$ cat src/rtl/board_debug_ctrl.sv
// Board-interface controller: switch debounce, processor clock-enable (step/run/halt),
// executed-cycle counter on LED and multiplexed hex display on the 7-segment outputs.
module board_debug_ctrl #(
    parameter int unsigned NBITS     = 8,
    parameter int unsigned DB_CYCLES = 4,
    parameter int unsigned RUN_DIV   = 4,
    parameter int unsigned SCAN_DIV  = 2,
    parameter int unsigned STEP_BIT  = 0,
    parameter int unsigned MODE_BIT  = 1,
    localparam int unsigned NDIG     = NBITS / 4,
    localparam int unsigned DSW      = $clog2(NDIG)
) (
    input  logic             clk_2,
    input  logic             reset,
    input  logic [NBITS-1:0] SWI,
    input  logic             halt,
    input  logic [NBITS-1:0] disp_val,
    output logic [NBITS-1:0] sw_db,
    output logic             cpu_en,
    output logic [NBITS-1:0] LED,
    output logic [DSW-1:0]   digit_sel,
    output logic [7:0]       SEG
);

    localparam int unsigned DBW  = (DB_CYCLES > 1) ? $clog2(DB_CYCLES) : 1;
    localparam int unsigned DIVW = $clog2(RUN_DIV);
    localparam int unsigned SCW  = (SCAN_DIV > 1) ? $clog2(SCAN_DIV) : 1;

    localparam logic [DBW-1:0]  DB_LAST   = DBW'(DB_CYCLES - 1);
    localparam logic [DIVW-1:0] DIV_LAST  = DIVW'(RUN_DIV - 1);
    localparam logic [SCW-1:0]  SCAN_LAST = SCW'(SCAN_DIV - 1);
    localparam logic [DSW-1:0]  DIG_LAST  = DSW'(NDIG - 1);

    typedef enum logic {
        MODE_STEP = 1'b0,
        MODE_RUN  = 1'b1
    } mode_e;

    logic [NBITS-1:0] sw_db_q, sw_db_d;
    logic [DBW-1:0]   db_cnt_q [NBITS];
    logic [DBW-1:0]   db_cnt_d [NBITS];
    logic             step_prev_q, step_prev_d;
    logic             cpu_en_q, cpu_en_d;
    logic [DIVW-1:0]  div_q, div_d;
    logic [NBITS-1:0] led_q, led_d;
    logic [SCW-1:0]   scan_q, scan_d;
    logic [DSW-1:0]   dig_q, dig_d;
    logic [7:0]       seg_q, seg_d;
    logic [3:0]       nib;
    mode_e            mode;

    function automatic logic [6:0] hex7(input logic [3:0] n);
        case (n)
            4'h0: hex7 = 7'h3F;
            4'h1: hex7 = 7'h06;
            4'h2: hex7 = 7'h5B;
            4'h3: hex7 = 7'h4F;
            4'h4: hex7 = 7'h66;
            4'h5: hex7 = 7'h6D;
            4'h6: hex7 = 7'h7D;
            4'h7: hex7 = 7'h07;
            4'h8: hex7 = 7'h7F;
            4'h9: hex7 = 7'h6F;
            4'hA: hex7 = 7'h77;
            4'hB: hex7 = 7'h7C;
            4'hC: hex7 = 7'h39;
            4'hD: hex7 = 7'h5E;
            4'hE: hex7 = 7'h79;
            default: hex7 = 7'h71;
        endcase
    endfunction

    assign mode = mode_e'(sw_db_q[MODE_BIT]);

    // Per-bit debounce: a bit is accepted after DB_CYCLES consecutive mismatching edges.
    always_comb begin
        sw_db_d = sw_db_q;
        for (int unsigned i = 0; i < NBITS; i++) begin
            db_cnt_d[i] = '0;
            if (SWI[i] != sw_db_q[i]) begin
                if (db_cnt_q[i] == DB_LAST) begin
                    sw_db_d[i] = SWI[i];
                end else begin
                    db_cnt_d[i] = db_cnt_q[i] + DBW'(1);
                end
            end
        end
    end

    // step_prev tracks the button in both modes so returning to step mode with the
    // button already held does not fire a pulse.
    always_comb begin
        step_prev_d = sw_db_q[STEP_BIT];
        cpu_en_d    = 1'b0;
        div_d       = '0;
        case (mode)
            MODE_RUN: begin
                cpu_en_d = (div_q == DIV_LAST) && !halt;
                if (halt) begin
                    div_d = div_q;
                end else if (div_q != DIV_LAST) begin
                    div_d = div_q + DIVW'(1);
                end
            end
            default: begin
                cpu_en_d = sw_db_q[STEP_BIT] && !step_prev_q && !halt;
            end
        endcase
        led_d = cpu_en_q ? led_q + NBITS'(1) : led_q;
    end

    // SEG is computed from the digit index being loaded this edge so it always matches digit_sel.
    always_comb begin
        scan_d = scan_q + SCW'(1);
        dig_d  = dig_q;
        if (scan_q == SCAN_LAST) begin
            scan_d = '0;
            dig_d  = (dig_q == DIG_LAST) ? '0 : dig_q + DSW'(1);
        end
        nib = '0;
        for (int unsigned d = 0; d < NDIG; d++) begin
            if (dig_d == DSW'(d)) begin
                nib = disp_val[4*d +: 4];
            end
        end
        seg_d = {dig_d == '0, hex7(nib)};
    end

    always_ff @(posedge clk_2) begin
        if (reset) begin
            sw_db_q     <= '0;
            step_prev_q <= 1'b0;
            cpu_en_q    <= 1'b0;
            div_q       <= '0;
            led_q       <= '0;
            scan_q      <= '0;
            dig_q       <= '0;
            seg_q       <= '0;
            for (int unsigned i = 0; i < NBITS; i++) begin
                db_cnt_q[i] <= '0;
            end
        end else begin
            sw_db_q     <= sw_db_d;
            step_prev_q <= step_prev_d;
            cpu_en_q    <= cpu_en_d;
            div_q       <= div_d;
            led_q       <= led_d;
            scan_q      <= scan_d;
            dig_q       <= dig_d;
            seg_q       <= seg_d;
            for (int unsigned i = 0; i < NBITS; i++) begin
                db_cnt_q[i] <= db_cnt_d[i];
            end
        end
    end

    assign sw_db     = sw_db_q;
    assign cpu_en    = cpu_en_q;
    assign LED       = led_q;
    assign digit_sel = dig_q;
    assign SEG       = seg_q;

endmodule

$ cat config.mk
export PLATFORM = sky130hd
export DESIGN_NAME = board_debug_ctrl
export DESIGN_NICKNAME = d
export VERILOG_FILES = /design/src/rtl/board_debug_ctrl.sv
export SDC_FILE = /design/constraint.sdc
export NUM_CORES = 1
export LEC_CHECK = 0
export ABC_CLOCK_PERIOD_IN_PS = 4900
export CAP_MARGIN = 25
export CORE_UTILIZATION = 43
export DETAILED_ROUTE_END_ITERATION = 6
export DONT_BUFFER_PORTS = 1
export PLACE_DENSITY = 0.59
export SYNTH_ARGS = -nofsm -noshare
export SYNTH_HDL_FRONTEND = slang
export SYNTH_SLANG_ARGS = --single-unit
$ cat constraint.sdc
create_clock -name clk_2 -period 4.9 [get_ports clk_2]
set_input_delay 0.98 -clock clk_2 [delete_from_list [all_inputs] [get_ports clk_2]]
set_output_delay 0.98 -clock clk_2 [all_outputs]
set_load 0.005 [all_outputs]
---- Yosys cells after proc, flatten, opt, wreduce, memory -nomap -nowiden ----
Memory sizes are Yosys's and may differ from the RTL's. A register that Yosys moved wholly into a read port is not among the register bits.
Cells that the tools add are included.
word-level totals
  bits in registers ....................... 30
  bits in writable memories ............... 16
  bits in read-only memories .............. 112
  input port bits ......................... 19
  word-level logic and storage cells ...... 104
  memories kept ........................... 2
operators by class
  add/sub/neg operators ................... 12
  equal/unequal tests ..................... 18
  mux-type cells .......................... 32
  bitwise logic cells ..................... 10
  reductions and logical operators ........ 15
memory list
  name              words  bits a word  rd ports  clocked after memory_dff  write ports  RTL line  source
  (name not given)  16     7            1         1                         0            53        case (n)
  db_cnt_q          8      2            8         0                         8            40        logic [DBW-1:0] db_cnt_q [NBITS];
operators with widths
  operator                                                        number
  2-bit 2-to-1 mux                                                25
  2-bit by 1-bit adder with 2-bit output (second input constant)  9
  2-bit == test (second input constant)                           9
  2-bit AND reduction                                             8
  8-bit by 1-bit adder with 8-bit output (second input constant)  1
  1-bit inequality test                                           8
  1-bit OR                                                        8
  1-bit 2-to-1 mux                                                6
  4-bit 2-to-1 mux                                                1
  2-bit OR reduction                                              2
  1-bit logical AND                                               3
  1-bit adder (second input constant)                             2
  1-bit logical NOT                                               2
  2-bit inequality test (second input constant)                   1
  1-bit NOT                                                       2

---- Logic depth before layout (Yosys ltp) ----
  word-level depth ........................ 4
  depth in mapped cells ................... 9
  gate-level depth less buffers ........... 9

---- Least setup slack after synthesis ----
No wires, ideal clock.
  path type ............................... input to register
  from .................................... in disp_val[5]
  to ...................................... reg seg_q[3] (netlist: SEG[3])
  setup time .............................. 66 ps
  arrival time ............................ 2130 ps
  slack ................................... 2704 ps
  cell stages on the path ................. 9
  cell sequence ........................... inv_1 -> nor2_1 -> a21o_1 -> inv_1 -> ha_1 -> or2_2 -> a21oi_1 -> o21ai_1 -> a21oi_2
on the way
  longest elaborated chain between the ends .. 1
RTL lines
  element           RTL line  source
  start, declared   17        input logic [NBITS-1:0] disp_val,
  4-bit 2-to-1 mux  122       if (dig_d == DSW'(d)) begin
  end, declared     48        logic [7:0] seg_q, seg_d;
Every way passes these cells.
A chain may end at the register's enable or synchronous reset.

---- Worst setup path in the final report ----
  from .................................... reg dig_q (netlist: digit_sel)
  to ...................................... reg seg_q[3] (netlist: SEG[3])
on the way
  longest elaborated chain between the ends .. 4
RTL lines
  element                 RTL line  source
  start, declared         47        logic [DSW-1:0] dig_q, dig_d;
  start signal, assigned  149       dig_q <= dig_d;
  1-bit adder             118       dig_d = (dig_q == DIG_LAST) ? '0 : dig_q + DSW'(1);
  1-bit 2-to-1 mux        118
  1-bit 2-to-1 mux (*)    116       if (scan_q == SCAN_LAST) begin
  4-bit 2-to-1 mux (*)    122
Every way passes the cells marked *; elsewhere a longest branch is shown, timed or not.

==> flow_summary.toml <==
[synth]
synthesis.nets = 261
synth_top_area_share_pct = 43.71
netlist_top_cells_area = "dfxtp_1, ha_1, mux2i_1"
syn_area_sq_mm = 0.002107
syn_inst = 225
ys_seq_elements = 46
synth_edf_count = 0
synthArstFlopShare_pct = 0
synth_cell_types = 38
synthFlopType = "dfxtp_1"
synth.largest_area_cell = "dfxtp_1"
synth-warning-count = 0
synth-seq-area-share_pct = 43.71
syn_area_per_cell_sq_um = 9.365

[clock_network]
cts_tree = "done"
cts_root_buf = "clkbuf_8"
insertion_delay_ps = 290
cts.sinks = 46
cts.clk_slew.worst_paths_ps = 80
cts_setup_buffers = 0
ctsLongestPathBuffers = 2
cts.repair.resized = 0
numCtsBuffers = 5
cts_hold_buffers = 0
htreeDepth = 2

[sta]
fin_crit_sh_pct = 44.26
setup_viol = 0
maxSlewViolCount = 0
skew_ps = 5.137
final_hold_viol_count = 0
max_freq_mhz = 461.1
worst_pin_slew_ps = 727.3
finalCriticalPeriod_ps = 2169
whs_ps = 420.5
rsz0062_at_grt = "no"
slew_headroom_pct = 51.48
setup_tns_ps = 0

[detailed_routing]
highest_layer = "met4"
vias_per_cell = 4.939
wl_um = 3615
wl_met2_um = 1549
wl_met3_um = 235
drtAntennaViolNets = 0
drc = 0
drt_iter0_drc = 35
wl_per_cell_um = 12.34
met1_length_um = 1767
vias = 1447
drt_first_pass_iters = 4

[placed_design]
hpwl_um = 2626
io_buffers = 0
gp_congestion = 0.7783

[setup_path]
required_ps = 5090
critPathArrivalTime_ps = 2360
cp_cell_sequence = "xor2_2 -> nand2_1 -> nand2_1 -> ha_1 -> nor2b_1 -> nor3_1 -> o21ai_1 -> a21oi_2"
slowest_stage = "xor2_2"
cpPeakStageDelay_ps = 610
cpMostUsedCell = "nand2_1"
critical_path_class = "reg -> reg"
cp_max_fo = 13
cp-end-kind = "flip-flop"
critPathBufInv = 0
setup.worst_path.start_class = "flip-flop"
critPathTopFamily = "XOR/XNOR gates"

[global_route]
grt_antenna_before_repair = 0
grt_pass1_vias = 1330
grt_usage_pct = 14.45
grt_pass1_wl_um = 5754
grt_max_degree = 37
overflow = 0

[final_layout]
layout_common_cells = "dfxtp_1, nor2_1, ha_1"
diodes = 0
area_growth_pct = 6.235
drive_gt1_share_pct = 6.195
nNetsFinal = 261
mostFrequentLayoutCell = "dfxtp_1"

[floorplan]
core-area_sq_mm = 0.004723
rows = 25
io_pins = 45
start_util_pct = 44.61
die_h_um = 72
die_w_um = 72
fp.dieArea_sq_mm = 0.005184

[power_and_ir_drop]
power_per_cell_area_mw_per_mm2 = 333.3
p_leak_nw = 0.9358
ir_drop_uv = 113.5

[outcome]
status = "completed"

[worst_hold_path]
hold_class = "reg -> reg"

[run]
maxCapViolations = 0
==> through the flow <==
stage                     util, %  instances  power, mW  instance area [sq um]  worst slack, ps
after global placement      45.38        285     0.5164                   2143             2609
after detailed placement    45.38        285     0.5169                   2143             2582
final                       47.39        293     0.7460                   2238             2731
after CTS                   47.39        293     0.7550                   2238             2706
after global routing        47.39        293     0.7856                   2238             2490
after floorplan                 -        225     0.5039                   2107             2704
==> where the power goes <==
part	switching, mW	leakage (nW)	internal [mW]
Sequential	0.0117	0.376	0.393
Clock	0.125	0.0472	0.113
Combinational	0.0557	0.512	0.0474
==> logic make-up (layout without fill, tap and decap cells) <==
kind of cell	after synthesis	count (layout)	share of synthesized area (%)
and+or+nand+nor	87	87	19.36
DFF	46	46	43.71
AOI/OAI and AO/OA	22	22	6.889
buffers and inverters	21	22	4.750
adders and majority gates	17	17	10.09
muxes	17	17	8.254
xor gates and xnor gates	15	15	6.948
==> synth_stat cells (2+ instances only) <==
library cell and instances:
nand2b_1 3, inv_1 14, or3_1 10, nand4_1 3, dfxtp_1 46, nor2_1 37, xnor2_1 9, nor3_1 7
mux2i_1 16, ha_1 17, buf_6 2, o21ai_0 3, nor3b_1 2, a21oi_1 6, nor2b_1 6, xor2_1 4
nand2_1 16, clkbuf_1 2, a31oi_1 3
==> area by class of cell <==
class,instances,area (sq um)
multi-input cells,158,1086
clock buffers,6,82.58
flip-flops and latches,46,920.9
clock inverters,2,12.51
fillers,457,2485
well taps,67,83.83
inverters,14,52.55
==> layer usage <==
| layer | up-vias | track usage [%] |
|---|---|---|
| met1 | 651 | 18.60 |
| met3 | 6 | 5.000 |
| li1 | 750 | - |
| met4 | 0 | 6.536 |
| met2 | 40 | 21.91 |
| met5 | - | 0 |
==> worst paths after layout <==
| path | from | to | slack [ps] | depth (start not counted) |
|---|---|---|---|---|
| max reg2reg | digit_sel | SEG[3] | 2730 | 8 |
| min | db_cnt_q[1][4] | db_cnt_q[1][4] | 420 | 1 |
| max | digit_sel | SEG[3] | 2730 | 8 |
| min reg2reg | db_cnt_q[1][4] | db_cnt_q[1][4] | 420 | 1 |
==> state kept, by name, summed over array words and instances (netlist names) <==
name         cells
digit_sel        1
scan_q           1
db_cnt_q        16
sw_db            8
cpu_en           1
div_q            2
LED              8
step_prev_q      1
SEG              8
No activity file was read; power rests on OpenSTA's default activity.
